$ cat config.mk
export PLATFORM = sky130hd
export DESIGN_NAME = int_mem_loader
export DESIGN_NICKNAME = d
export VERILOG_FILES = /design/src/rtl/int_mem_pkg.sv /design/src/rtl/int_mem_loader_hold.sv /design/src/rtl/int_mem_loader.sv
export SDC_FILE = /design/constraint.sdc
export NUM_CORES = 1
export LEC_CHECK = 0
export ABC_CLOCK_PERIOD_IN_PS = 3800
export CORE_ASPECT_RATIO = 0.75
export CORE_MARGIN = 8
export CORE_UTILIZATION = 55
export DETAILED_ROUTE_END_ITERATION = 10
export GPL_TIMING_DRIVEN = 0
export PLACE_DENSITY_LB_ADDON = 0.1
export SYNTH_ARGS = -nofsm -noshare
export SYNTH_HDL_FRONTEND = slang
export SYNTH_SLANG_ARGS = --single-unit
export TNS_END_PERCENT = 5
$ cat constraint.sdc
create_clock -name clk -period 3.8 [get_ports clk]
set_input_delay 0.95 -clock clk [delete_from_list [all_inputs] [get_ports clk]]
set_output_delay 0.95 -clock clk [all_outputs]
set_load 0.02 [all_outputs]
$ cat src/rtl/int_mem_pkg.sv
// Shared types and defaults for the input-map/kernel memory loader.
package int_mem_pkg;

  typedef enum logic [1:0] {
    IDLE = 2'd0,
    LOAD = 2'd1,
    DONE = 2'd2
  } loader_state_t;

  localparam int IO_DATA_WIDTH_DEF = 16;
  localparam int REGION_BIT        = IO_DATA_WIDTH_DEF - 1;
  localparam int INPUT_WORDS_DEF   = 1 << 15;
  localparam int KERNEL_WORDS_DEF  = 1 << 9;

  // Offset must fall inside the addressed region.
  function automatic logic addr_in_range(input logic        kernel,
                                         input int unsigned offset,
                                         input int unsigned in_words,
                                         input int unsigned k_words);
    return kernel ? (offset < k_words) : (offset < in_words);
  endfunction

endpackage

$ cat src/rtl/int_mem_loader_hold.sv
// Single-entry hold register for one side of the address/data pairing.
module stream_hold_reg #(
  parameter int W = 16
) (
  input  logic         clk,
  input  logic         rst_in,
  input  logic         flush_i,
  input  logic         push_i,
  input  logic         pop_i,
  input  logic [W-1:0] data_i,
  output logic         ready_o,
  output logic         held_o,
  output logic [W-1:0] data_o
);

  logic         held_q;
  logic [W-1:0] data_q;

  always_ff @(posedge clk) begin
    if (rst_in || flush_i) begin
      held_q <= 1'b0;
    end else if (pop_i) begin
      held_q <= 1'b0;
    end else if (push_i) begin
      held_q <= 1'b1;
    end
  end

  // NOTE: payload needs no reset; it is only observed while held_q is set.
  always_ff @(posedge clk) begin
    if (push_i && !held_q) data_q <= data_i;
  end

  assign ready_o = !held_q;
  assign held_o  = held_q;
  assign data_o  = data_q;

endmodule

$ cat src/rtl/int_mem_loader.sv
// Pairs host address/data streams into write strobes for the input-map and
// kernel memories. Optional LOADER_CHECKSUM_EN adds a running sum of written data.
module int_mem_loader
  import int_mem_pkg::*;
#(
  parameter int IO_DATA_WIDTH = IO_DATA_WIDTH_DEF,
  parameter int INPUT_WORDS   = INPUT_WORDS_DEF,
  parameter int KERNEL_WORDS  = KERNEL_WORDS_DEF
) (
  input  logic                     clk,
  input  logic                     rst_in,
  input  logic                     load_start,
  input  logic [IO_DATA_WIDTH-1:0] a_input,
  input  logic                     a_valid,
  output logic                     a_ready,
  input  logic [IO_DATA_WIDTH-1:0] b_input,
  input  logic                     b_valid,
  output logic                     b_ready,
  output logic [IO_DATA_WIDTH-1:0] mem_addr,
  output logic [IO_DATA_WIDTH-1:0] mem_din,
  output logic                     int_mem_we,
  output logic                     data_ready,
  output logic                     loading,
  output logic                     addr_err
`ifdef LOADER_CHECKSUM_EN
  ,output logic [31:0]             checksum
`endif
);

  localparam int RBIT = IO_DATA_WIDTH - 1;
  localparam int IN_CW = $clog2(INPUT_WORDS + 1);
  localparam int K_CW  = $clog2(KERNEL_WORDS + 1);

  loader_state_t           state_q;
  logic                    loading_q, data_ready_q, addr_err_q, we_q;
  logic [IO_DATA_WIDTH-1:0] mem_addr_q, mem_din_q;
  logic [IN_CW-1:0]        in_cnt_q;
  logic [K_CW-1:0]         k_cnt_q;

  logic a_free, b_free, a_held, b_held;
  logic [IO_DATA_WIDTH-1:0] a_hold, b_hold;
  logic enter_load, complete, issue, pair_ok;

  assign enter_load = !loading_q && load_start;
  assign complete   = (in_cnt_q == IN_CW'(INPUT_WORDS)) && (k_cnt_q == K_CW'(KERNEL_WORDS));
  assign issue      = loading_q && !complete && a_held && b_held;
  assign pair_ok    = addr_in_range(a_hold[RBIT], 32'(a_hold[RBIT-1:0]),
                                    INPUT_WORDS, KERNEL_WORDS);

  assign a_ready = loading_q && a_free;
  assign b_ready = loading_q && b_free;

  stream_hold_reg #(.W(IO_DATA_WIDTH)) u_a_hold (
    .clk     (clk),
    .rst_in  (rst_in),
    .flush_i (enter_load),
    .push_i  (a_valid && a_ready),
    .pop_i   (issue),
    .data_i  (a_input),
    .ready_o (a_free),
    .held_o  (a_held),
    .data_o  (a_hold)
  );

  stream_hold_reg #(.W(IO_DATA_WIDTH)) u_b_hold (
    .clk     (clk),
    .rst_in  (rst_in),
    .flush_i (enter_load),
    .push_i  (b_valid && b_ready),
    .pop_i   (issue),
    .data_i  (b_input),
    .ready_o (b_free),
    .held_o  (b_held),
    .data_o  (b_hold)
  );

  always_ff @(posedge clk) begin
    if (rst_in) begin
      state_q      <= IDLE;
      loading_q    <= 1'b0;
      data_ready_q <= 1'b0;
      addr_err_q   <= 1'b0;
      we_q         <= 1'b0;
      mem_addr_q   <= '0;
      mem_din_q    <= '0;
      in_cnt_q     <= '0;
      k_cnt_q      <= '0;
    end else begin
      // NOTE: strobe defaults low each cycle so it can only ever be one cycle wide.
      we_q <= 1'b0;
      case (state_q)
        IDLE, DONE: begin
          if (load_start) begin
            state_q      <= LOAD;
            loading_q    <= 1'b1;
            data_ready_q <= 1'b0;
            addr_err_q   <= 1'b0;
            in_cnt_q     <= '0;
            k_cnt_q      <= '0;
          end
        end
        LOAD: begin
          if (complete) begin
            state_q      <= DONE;
            loading_q    <= 1'b0;
            data_ready_q <= 1'b1;
          end else if (issue) begin
            if (pair_ok) begin
              we_q       <= 1'b1;
              mem_addr_q <= a_hold;
              mem_din_q  <= b_hold;
              // Counts saturate; surplus in-range writes still go to memory.
              if (a_hold[RBIT]) begin
                if (k_cnt_q != K_CW'(KERNEL_WORDS)) k_cnt_q <= k_cnt_q + K_CW'(1);
              end else begin
                if (in_cnt_q != IN_CW'(INPUT_WORDS)) in_cnt_q <= in_cnt_q + IN_CW'(1);
              end
            end else begin
              addr_err_q <= 1'b1;
            end
          end
        end
        default: begin
          state_q   <= IDLE;
          loading_q <= 1'b0;
        end
      endcase
    end
  end

  assign mem_addr   = mem_addr_q;
  assign mem_din    = mem_din_q;
  assign int_mem_we = we_q;
  assign data_ready = data_ready_q;
  assign loading    = loading_q;
  assign addr_err   = addr_err_q;

`ifdef LOADER_CHECKSUM_EN
  logic [31:0] checksum_q;

  always_ff @(posedge clk) begin
    if (rst_in || enter_load) begin
      checksum_q <= '0;
    end else if (we_q) begin
      checksum_q <= checksum_q + 32'(mem_din_q);
    end
  end

  assign checksum = checksum_q;
`endif

endmodule

==> metrics.txt <==
commonest non-fill, non-tap cell in the layout clkdlybuf4s50_1; total power roughly 1.9 mW; Setup crit start kind flip-flop; Clock Power Share 0.354; worst slack at placement between 0.9 and 1 ns; top cell type's share of synthesized area 0.334; Final min period ~2.8 ns; Worst Clk Skew roughly 0.0096 ns; clock slew at reported path FFs around 0.09 ns; Post-synth top flop dfxtp_1; final non-filler cell total around 590; status finished, final reports clean; DP HPWL between 7000 and 8000 µm; clk_lat worst skew around 0.37 ns; Psw 447 µW; Post-CTS Setup Repair Bufs 0; combinational power share 0.064; Lkg Pwr around 1.6 nW; post-synthesis area per instance 9.75 µm²; # IOs 75; final WL between 10000 and 15000 µm; Hold Vio Cnt, Final 0; switch share 0.233; n_diodes 0; Seq/Total Area, Yosys 0.576; DRT iter0 DRCs between 200 and 250; Final setup viols 0; placer congestion estimate 0.854; Peak VDD IR around 0.00031 V; Die X 114 µm; dominant cell type by area after synthesis dfxtp_1; Cell Area, Synth 3960 µm²; port bufs between 70 and 80; # DRC 0; Area Growth Syn to Fin 26.4%; FP Rows 26; clock sink count between 90 and 100; pwr/cell area around 380 nW/µm²; hold_ws about 0.48 ns; Multi-input gate area 1530 µm²; sequential cell area 2280 µm²; Tot GR Track Use 0.201; Period Utilization, post-route 0.737; CTS-repair resized insts 0; global-route wire length before repair ~16000 µm; Pins Over Slew Limit 0; initial antenna violation count 0; Max-cap violations 0; Yosys warnings 0; chip height between 80 and 90 µm; CTS Buffer Depth 2; Hold Path Class reg -> reg; Post-Synthesis Cells 406; layout cells sized above 1 0.0343; wire length per cell roughly 17 µm; CP endpoint kind output pin; Placed Area 4810 µm²; Slew headroom 0.480; Pre-antenna DRT Iters 5; Post-synth EDFFs 32; clock buffer count from CTS 9; core box area roughly 6900 µm²; CTS tree built; nets approximately 530; H-tree depth 3; Syn Nets approximately 450; Vias per Instance 5.81; Flop pwr share 0.582; most frequent cells in the layout 73 x clkdlybuf4s50_1, 66 x dfxtp_1, 55 x a21oi_1; Int Pwr between 1 and 1.5 mW; Final Cell Area 5000 µm²; Worst-Margin Slew a little under 0.8 ns; worst path required time about 2.9 ns; Achievable Freq between 300 and 400 MHz; crit-path max FO 6; ANT nets after route 0; dpl cells 577; via count 3446; setup TNS 0 ns; synth unique cells 44; vias in the first global route roughly 3300; ys async rst share 0; RSZ-0062 raised after global routing no; #FFs+latches synth 98; clk root buf clkbuf_8; PnR worst setup slack 0.998 ns; Util after Layout 0.726; # hold bufs at CTS 0; fillers 518; Synth area leaders dfxtp_1 33%, edfxtp_1 24%, a21oi_1 7.0%, o21ai_0 6.1%, nand3_1 5.1%; pin count of the biggest net entering global routing 18; Starting Density 0.574; Die ar. around 10000 µm²; total gr overflow 0; Setup Crit Path Kind reg -> out; arrival time worst endpoint 1.85 ns
[final timing paths]
check	cells after the start	endpoint	slack (ns)	startpoint
setup / recovery	3	a_ready	1.0	loading
hold / removal	2	mem_addr[1]	0.48	mem_addr[1]
setup reg to reg	9	mem_addr[0]	1.26	in_cnt_q[0]
hold reg to reg	2	mem_addr[1]	0.48	mem_addr[1]
[metal layers]
metal | track usage | up-vias | wire [µm]
met5 | 0 | - | 0
met4 | 0.0481 | 0 | 116
met3 | 0.0722 | 15 | 889
met2 | 0.334 | 156 | 4660
met1 | 0.246 | 1608 | 4360
li1 | - | 1667 | -
[critical path: stages (launching register included)]
cell and delay, ns:
dfxtp_1 0.45, inv_1 0.16, nor2_1 0.22, clkdlybuf4s50_1 0.65
[synthesized netlist by cell type, types with 2 or more instances]
| cell | number |
|---|---|
| a21oi_1 | 55 |
| ha_1 | 4 |
| nand2_1 | 22 |
| nor2_1 | 20 |
| nor4_1 | 4 |
| clkbuf_1 | 27 |
| and4_1 | 4 |
| nor3_1 | 4 |
| nand2b_1 | 3 |
| nor2b_1 | 2 |
| a311oi_1 | 7 |
| mux2i_1 | 2 |
| or4_1 | 4 |
| edfxtp_1 | 32 |
| o31ai_1 | 8 |
| nand3b_1 | 3 |
| a31oi_1 | 2 |
| a21o_1 | 2 |
| o211ai_1 | 2 |
| dfxtp_1 | 66 |
| and2_1 | 7 |
| or3_1 | 5 |
| nand4_1 | 2 |
| o21ai_0 | 48 |
| o31a_1 | 2 |
| inv_1 | 8 |
| and3_1 | 5 |
| nand3_1 | 40 |
[cell type report]
class / instances / share of cell area
Clock inverter: 6 / 0.0130
Clock buffer: 10 / 0.0255
Inverter: 8 / 0.00600
Multi-Input combinational cell: 272 / 0.306
Timing Repair Buffer: 73 / 0.146
Tap cell: 98 / 0.0245
Buffer: 28 / 0.0225
Sequential cell: 98 / 0.456
[cells by family after synthesis]
logic type / Yosys count / synth area share
simple gates: 133 / 0.179
compound gates: 132 / 0.189
flops: 98 / 0.576
buf+inv: 36 / 0.0360
fa+ha+maj: 4 / 0.0126
mux: 2 / 0.00506
xor+xnor: 1 / 0.00221
[registers in the layout, summed over array words and instances (netlist names)]
register	cells
addr_err	1
data_ready	1
in_cnt_q	16
int_mem_we	1
k_cnt_q	10
loading	1
mem_addr	16
mem_din	16
state_q	2
u_a_hold.data_o	16
u_a_hold.held_o	1
u_b_hold.data_o	16
u_b_hold.held_o	1
[power groups by stage]
| stage | sequential [mW] | clock, mW | combinational [mW] |
|---|---|---|---|
| after floorplan | 1.14 | 0 | 0.0557 |
| after global placement | 1.14 | 0 | 0.119 |
| after detailed placement | 1.14 | 0 | 0.121 |
| after CTS | 1.11 | 0.682 | 0.122 |
| after global routing | 1.12 | 0.726 | 0.132 |
| final | 1.11 | 0.677 | 0.123 |
(Power assumes the default switching activity.)
